**config.mk**
```make
export PLATFORM = sky130hd
export DESIGN_NAME = io_responder
export DESIGN_NICKNAME = d
export VERILOG_FILES = /design/src/rtl/io_responder.sv
export SDC_FILE = /design/constraint.sdc
export NUM_CORES = 1
export LEC_CHECK = 0
export ABC_CLOCK_PERIOD_IN_PS = 2400
export BUFFER_PORTS_ARGS = -buffer_cell sky130_fd_sc_hd__buf_2
export CAP_MARGIN = 10
export CORE_MARGIN = 3
export CORE_UTILIZATION = 40
export DETAILED_ROUTE_END_ITERATION = 10
export PLACE_DENSITY = 0.61
export SLEW_MARGIN = 25
export SYNTH_ARGS = -nofsm -noshare
export SYNTH_HDL_FRONTEND = slang
export SYNTH_SLANG_ARGS = --single-unit
```
**constraint.sdc**
```tcl
create_clock -name clk -period 2.4 [get_ports clk]
set_input_delay 0.36 -clock clk [delete_from_list [all_inputs] [get_ports clk]]
set_output_delay 0.36 -clock clk [all_outputs]
set_load 0.1 [all_outputs]
```
**src/rtl/io_responder.sv**
```systemverilog
// io_responder: memory-mapped output peripheral with a byte transmit FIFO,
// a status/control register pair, and a free-running cycle counter.
// Register window (DataAddr[3:2]): 0 TXDATA, 1 STATUS, 2 CTRL, 3 TICKS.
module io_responder #(
   parameter int size  = 32,
   parameter int DEPTH = 8
) (
   input  logic            clk,
   input  logic            reset,
   input  logic [size-1:0] DataAddr,
   input  logic [size-1:0] WriteData,
   input  logic            WET,
   output logic [size-1:0] ReadData,
   output logic [7:0]      out_data,
   output logic            out_valid,
   input  logic            out_ready
);

   localparam int AW = $clog2(DEPTH);
   localparam int CW = AW + 1;

   typedef enum logic [1:0] {
      REG_TXDATA = 2'd0,
      REG_STATUS = 2'd1,
      REG_CTRL   = 2'd2,
      REG_TICKS  = 2'd3
   } reg_sel_e;

   logic [7:0]    mem_q [DEPTH];
   logic [AW-1:0] rd_ptr_q, rd_ptr_d;
   logic [AW-1:0] wr_ptr_q, wr_ptr_d;
   logic [CW-1:0] count_q, count_d;
   logic          ovf_q, ovf_d;
   logic [31:0]   ticks_q, ticks_d;

   reg_sel_e sel;
   logic     full, empty;
   logic     push, push_ok, pop;
   logic     ctrl_wr, flush, clr_ovf;

   // Address bits outside the register select and store bits above the byte
   // lane carry no meaning here; fold them so they are visibly consumed.
   logic unused_bits;
   assign unused_bits = ^{DataAddr[size-1:4], DataAddr[1:0], WriteData[size-1:8]};

   assign sel     = reg_sel_e'(DataAddr[3:2]);
   assign empty   = (count_q == '0);
   assign full    = (count_q == CW'(DEPTH));
   assign out_valid = !empty;
   assign out_data  = empty ? 8'h00 : mem_q[rd_ptr_q];

   assign push    = WET && (sel == REG_TXDATA);
   assign ctrl_wr = WET && (sel == REG_CTRL);
   assign flush   = ctrl_wr && WriteData[1];
   assign clr_ovf = ctrl_wr && WriteData[0];
   assign pop     = out_valid && out_ready;
   // A simultaneous pop frees a slot, so a push into a full FIFO still lands.
   assign push_ok = push && (!full || pop);

   // Next-state for FIFO pointers, count, sticky overflow and cycle counter.
   always_comb begin
      rd_ptr_d = rd_ptr_q;
      wr_ptr_d = wr_ptr_q;
      count_d  = count_q;
      ovf_d    = ovf_q;
      ticks_d  = ticks_q + 32'd1;
      if (flush) begin
         rd_ptr_d = '0;
         wr_ptr_d = '0;
         count_d  = '0;
      end else begin
         if (pop)     rd_ptr_d = rd_ptr_q + 1'b1;
         if (push_ok) wr_ptr_d = wr_ptr_q + 1'b1;
         count_d = count_q + CW'(push_ok) - CW'(pop);
      end
      if (clr_ovf) ovf_d = 1'b0;
      // Set is ordered after clear so it wins if both are ever requested.
      if (push && full && !pop) ovf_d = 1'b1;
   end

   // Control state register with synchronous reset.
   always_ff @(posedge clk) begin
      if (reset) begin
         rd_ptr_q <= '0;
         wr_ptr_q <= '0;
         count_q  <= '0;
         ovf_q    <= 1'b0;
         ticks_q  <= '0;
      end else begin
         rd_ptr_q <= rd_ptr_d;
         wr_ptr_q <= wr_ptr_d;
         count_q  <= count_d;
         ovf_q    <= ovf_d;
         ticks_q  <= ticks_d;
      end
   end

   // FIFO storage; contents are qualified by count so no reset is needed.
   always_ff @(posedge clk) begin
      if (push_ok) mem_q[wr_ptr_q] <= WriteData[7:0];
   end

   // Combinational CPU read mux over the register window.
   always_comb begin
      ReadData = '0;
      unique case (sel)
         REG_TXDATA: ReadData[7:0] = out_data;
         REG_STATUS: begin
            ReadData[0]        = empty;
            ReadData[1]        = full;
            ReadData[2]        = ovf_q;
            ReadData[4+CW-1:4] = count_q;
         end
         REG_CTRL:   ReadData = '0;
         REG_TICKS:  ReadData = size'(ticks_q);
         default:    ReadData = '0;
      endcase
   end

endmodule

```
==> Word level (Yosys, flattened, before mapping) <==
Memory sizes are Yosys's and may differ from the RTL's. A register that Yosys moved wholly into a read port is not among the register bits.
Cells that the tools add are included.
{ "totals": {"regBits": 43, "ram_bits": 64, "inputBits": 68, "out_inout_bits": 41, "wordCells": 42, "mem_count": 1} }
{ "classes": {"add_sub_neg": 5, "n_eq_ne": 4, "muxes": 11, "reduce_logical": 16} }
{ "mem_list": {"columns": ["memory", "depth", "word_bits", "rd", "rd_clocked_by_memory_dff", "write_ports", "line", "source"], "rows": [
  ["mem_q", 8, 8, 1, 1, 1, "29", "logic [7:0] mem_q [DEPTH];"]
]} }
{ "ops": {"columns": ["operator", "n"], "rows": [
  ["adder 32 x 1 -> 32 bit, second input constant", 1],
  ["2-to-1 mux 24 bit", 1],
  ["one-hot mux 4 bit (4 select lines)", 1],
  ["one-hot mux 3 bit (4 select lines)", 1],
  ["logical AND 1 bit", 8],
  ["2-to-1 mux 8 bit", 1],
  ["adder 3 x 1 -> 3 bit, second input constant", 2],
  ["2-to-1 mux 3 bit", 2],
  ["adder 4 x 1 -> 4 bit", 1],
  ["== test 2 bit, second input constant", 2],
  ["== test 4 bit, second input constant", 1],
  ["logical NOT 4 bit", 1],
  ["2-to-1 mux 1 bit", 4],
  ["subtractor 4 x 1 -> 4 bit", 1],
  ["logical NOT 1 bit", 3],
  ["== test 2 x 1 -> 1 bit, second input constant", 1],
  ["logical NOT 2 bit", 1],
  ["one-hot mux 1 bit (2 select lines)", 1],
  ["nonzero test 2 bit", 1],
  ["OR reduction 2 bit", 1],
  ["logical OR 1 bit", 1]
]} }

==> Logic depth before layout (Yosys ltp) <==
{ "logic_depth": {"ltp_word": 7, "mapped_depth": 12, "mapped_depth_nobuf": 12} }

==> Worst setup path before layout <==
Ideal clock, no wire load.
{ "synth_timing": {"kind": "register -> output", "from": "reg count_q[2]", "to": "out ReadData[2]", "t_arrival_ns": 3.596, "t_required_ns": 2.040, "slack_ns": -1.556, "stages_incl_launch_ff": 8, "path_buffers": 1, "cell_sequence": "dfxtp_1 -> inv_1 -> ha_1 -> nor3b_1 -> inv_1 -> clkbuf_1 -> nand3_1 -> a21oi_1"} }
{ "synth_via": {"elab_chain_cells": 3} }
{ "synth_lines": {"columns": ["item", "line", "source"], "rows": [
  ["from (decl)", "32", "logic [CW-1:0] count_q, count_d;"],
  ["from (signal assigned)", "92", "count_q <= count_d;"],
  ["logical NOT 4 bit", "47", "assign empty = (count_q == '0);"],
  ["2-to-1 mux 8 bit", "50", "assign out_data = empty ? 8'h00 : mem_q[rd_ptr_q];"],
  ["one-hot mux 3 bit (4 select lines)", "106", "unique case (sel)"],
  ["to (decl)", "13", "output logic [size-1:0] ReadData,"]
]} }
Every way passes these cells.

==> Worst setup path in the final report <==
{ "layout_timing": {"from": "reg count_q[2]", "to": "out out_data[2]"} }
{ "layout_via": {"elab_chain_cells": 2} }
{ "layout_lines": {"columns": ["item", "line", "source"], "rows": [
  ["logical NOT 4 bit", "47", null],
  ["2-to-1 mux 8 bit", "50", null],
  ["to (decl)", "14", "output logic [7:0] out_data,"]
]} }
Every way passes these cells.

==> results.sh <==
export IMPL_status="finished, final reports clean"
export IMPL_criticalPathCategory="reg2out"
export IMPL_cts_tree="yes"
export IMPL_drc=0
export IMPL_ys_seq_area_share_pct=56.0
export IMPL_ys_flop_type="edfxtp_1"
export IMPL_io_pins=109
export IMPL_cts_max_level=3
export IMPL_drt_iter0_markers=256
export IMPL_hp_class="in2reg"
export IMPL_synth_distinct_cells=47
export IMPL_setup_viol=0
export IMPL_rows=40
export IMPL_grt_start_max_net_pins=31
export IMPL_final_setup_worst_slack_ps=84.0
export IMPL_finClkSkew_ps=12.1
export IMPL_drv_slew=0
export IMPL_layout_cells_most_common="edfxtp_1"
export IMPL_grt_pass1_vias=3494
export IMPL_port_buffers=54
export IMPL_clock_sinks=110
export IMPL_worst_ir_drop_vdd_v=0.000944
export IMPL_start_util_pct=41.6
export IMPL_grt_pass1_wl_mm=18.3
export IMPL_hold_viol_final=0
export IMPL_syn_nets=528
export IMPL_start_kind="flip-flop"
export IMPL_die_h_um=119
export IMPL_insertion_delay_ps=340
export IMPL_slew_headroom_pct=67.2
export IMPL_finalWirelength_mm=11.4
export IMPL_cp_max_fo=6
export IMPL_critical_path_arrival_ps=1960
export IMPL_layout_min_cycle_time_ps=2320
export IMPL_powerDensity_nw_per_um2=951
export IMPL_globalplace_congestion=0.799
export IMPL_antenna_cells=0
export IMPL_drv_cap=0
export IMPL_placedCellCount=669
export IMPL_dieArea_um2=14100
export IMPL_cp_end_kind="output pin"
export IMPL_root_buffer="clkbuf_16"
export IMPL_grt_remaining_overflow=0
export IMPL_nFillCells=1045
export IMPL_pre_cts_slack_ps=43.5
export IMPL_stdcell_count=688
export IMPL_layout_common_cells="edfxtp_1, dfxtp_1, buf_12"
export IMPL_fp_dieW_um=119
export IMPL_hold_buffers=0
export IMPL_ys_ff_latch=110
export IMPL_via_per_inst=5.19
export IMPL_syn_area_um2=5080
export IMPL_finalCritPeriodShare_pct=96.5
export IMPL_tightest_slew_ps=492
export IMPL_drt_pass1_iterations=4
export IMPL_rsz0062_at_grt="yes"
export IMPL_power_leakage_nw=2.29
export IMPL_final_layout_size_suffix_gt1_share_pct=26.5
export IMPL_holdWs_ps=284
export IMPL_ys_warnings_count=0
export IMPL_cts_buffers=9
export IMPL_async_reset_ff_share_pct=0
export IMPL_final_nets=597
export IMPL_synth_edf_count=64
export IMPL_tns_ps=0
export IMPL_antenna_left=0
export IMPL_clk_pin_slew_ps=70
export IMPL_area_growth_synth_to_final_pct=32.5
export IMPL_dp_hpwl_mm=7.86
export IMPL_core_area_um2=12200
export IMPL_syn_inst=446
export IMPL_grt_usage_pct=16.3
export IMPL_vias=3573
export IMPL_synth_area_per_cell_um2=11.4
export IMPL_antenna_found_initial=0
export IMPL_avgRoutedWirePerCell_um=16.6
export IMPL_fmax_ghz=0.432
export IMPL_cts_buffer_depth=2
export IMPL_crit_required_ps=2040
[final cells by class]
cell class / instances / area, µm² / area share [%]
sequential: 110 / 2850 / 42.3
timing repair buffer: 81 / 1110 / 16.4
clock inverter: 5 / 81.3 / 1.21
multi-input combinational: 292 / 2150 / 31.9
clock buffer: 11 / 233 / 3.46
inverter: 21 / 103 / 1.52
tap: 168 / 210 / 3.12
[cells in the mapped netlist, types with 6 or more instances]
cell type / instances / share of area, %
a21oi_1: 29 / 2.9
and2_1: 24 / 3.0
clkbuf_1: 9 / 0.66
dfxtp_1: 46 / 18
nor2_1: 31 / 2.3
o21ai_0: 7 / 0.69
or3_1: 7 / 0.86
o31ai_1: 10 / 1.5
nand3_1: 20 / 2.0
xnor2_1: 7 / 1.2
or4_1: 12 / 1.8
ha_1: 13 / 3.2
nand2_1: 22 / 1.6
mux2i_1: 30 / 5.9
xor2_1: 10 / 1.7
nor3_1: 6 / 0.59
edfxtp_1: 64 / 38
inv_1: 21 / 1.6
a22oi_1: 14 / 2.1
nand4_1: 10 / 1.2
[kinds of logic (layout without fill, tap and decap cells)]
family / count (synthesis) / after routing / synth area share [%]
adders and majority gates: 14 / 14 / 3.60
DFF: 110 / 110 / 56.0
AOI/OAI and AO/OA: 73 / 73 / 9.16
xor gates and xnor gates: 17 / 17 / 2.93
muxes: 33 / 33 / 7.02
buffers and inverters: 44 / 118 / 4.68
and+or+nand+nor: 155 / 155 / 16.7
[power by group]
group / total, mW / internal (mW) / switching [mW]
sequential: 2.14 / 2.06 / 0.0782
combinational: 2.69 / 0.952 / 1.73
clock: 1.57 / 0.917 / 0.657
[worst max-delay path: stages (launching register included)]
cell        delay [ps]
dfxtp_2            330
inv_2               70
ha_2               180
nor3b_4            260
clkinv_4           130
buf_12             160
nand3_2            140
clkinvlp_4         150
buf_12             180
[per-layer routing]
layer	share of wire, %	routed length [µm]	GRT usage [%]
met1	45	5160	21.7
met2	50	5720	27.5
met3	3.8	429	2.34
met4	0.94	107	5.21
met5	0	0	0
[flip-flops by register name, summed over array words and instances (netlist names), named ones only]
register  count
wr_ptr_q      3
count_q       4
rd_ptr_q      3
ticks_q      32
ovf_q         1
mem_q        64
[per-stage QoR]
step                cell area, µm²  util [%]  total power [mW]
CTS                           6670      54.6              6.34
finish                        6730      55.1              6.40
floorplan                     5210         -              3.85
global placement              6300      51.6              4.66
global route                  6730      55.1              6.68
detailed placement            6300      51.6              4.68
[final timing paths]
path / end / slack (ps) / cells after the start / start
setup / recovery: out_data[2] / 80 / 8 / count_q[2]
hold / removal: mem_q[7][7] / 280 / 1 / WriteData[7]
setup reg to reg: count_q[2] / 240 / 12 / count_q[2]
hold reg to reg: ovf_q / 480 / 2 / ovf_q
[timing repair]
| item | in CTS | in global routing |
|---|---|---|
| pin swaps | 2 | 3 |
| cloned | 0 | 1 |
| setup endpoints to repair | 15 | 8 |
| resized for setup | 13 | 8 |
| buffers inserted | 1 | 1 |
Power figures use the tool's default switching activity.
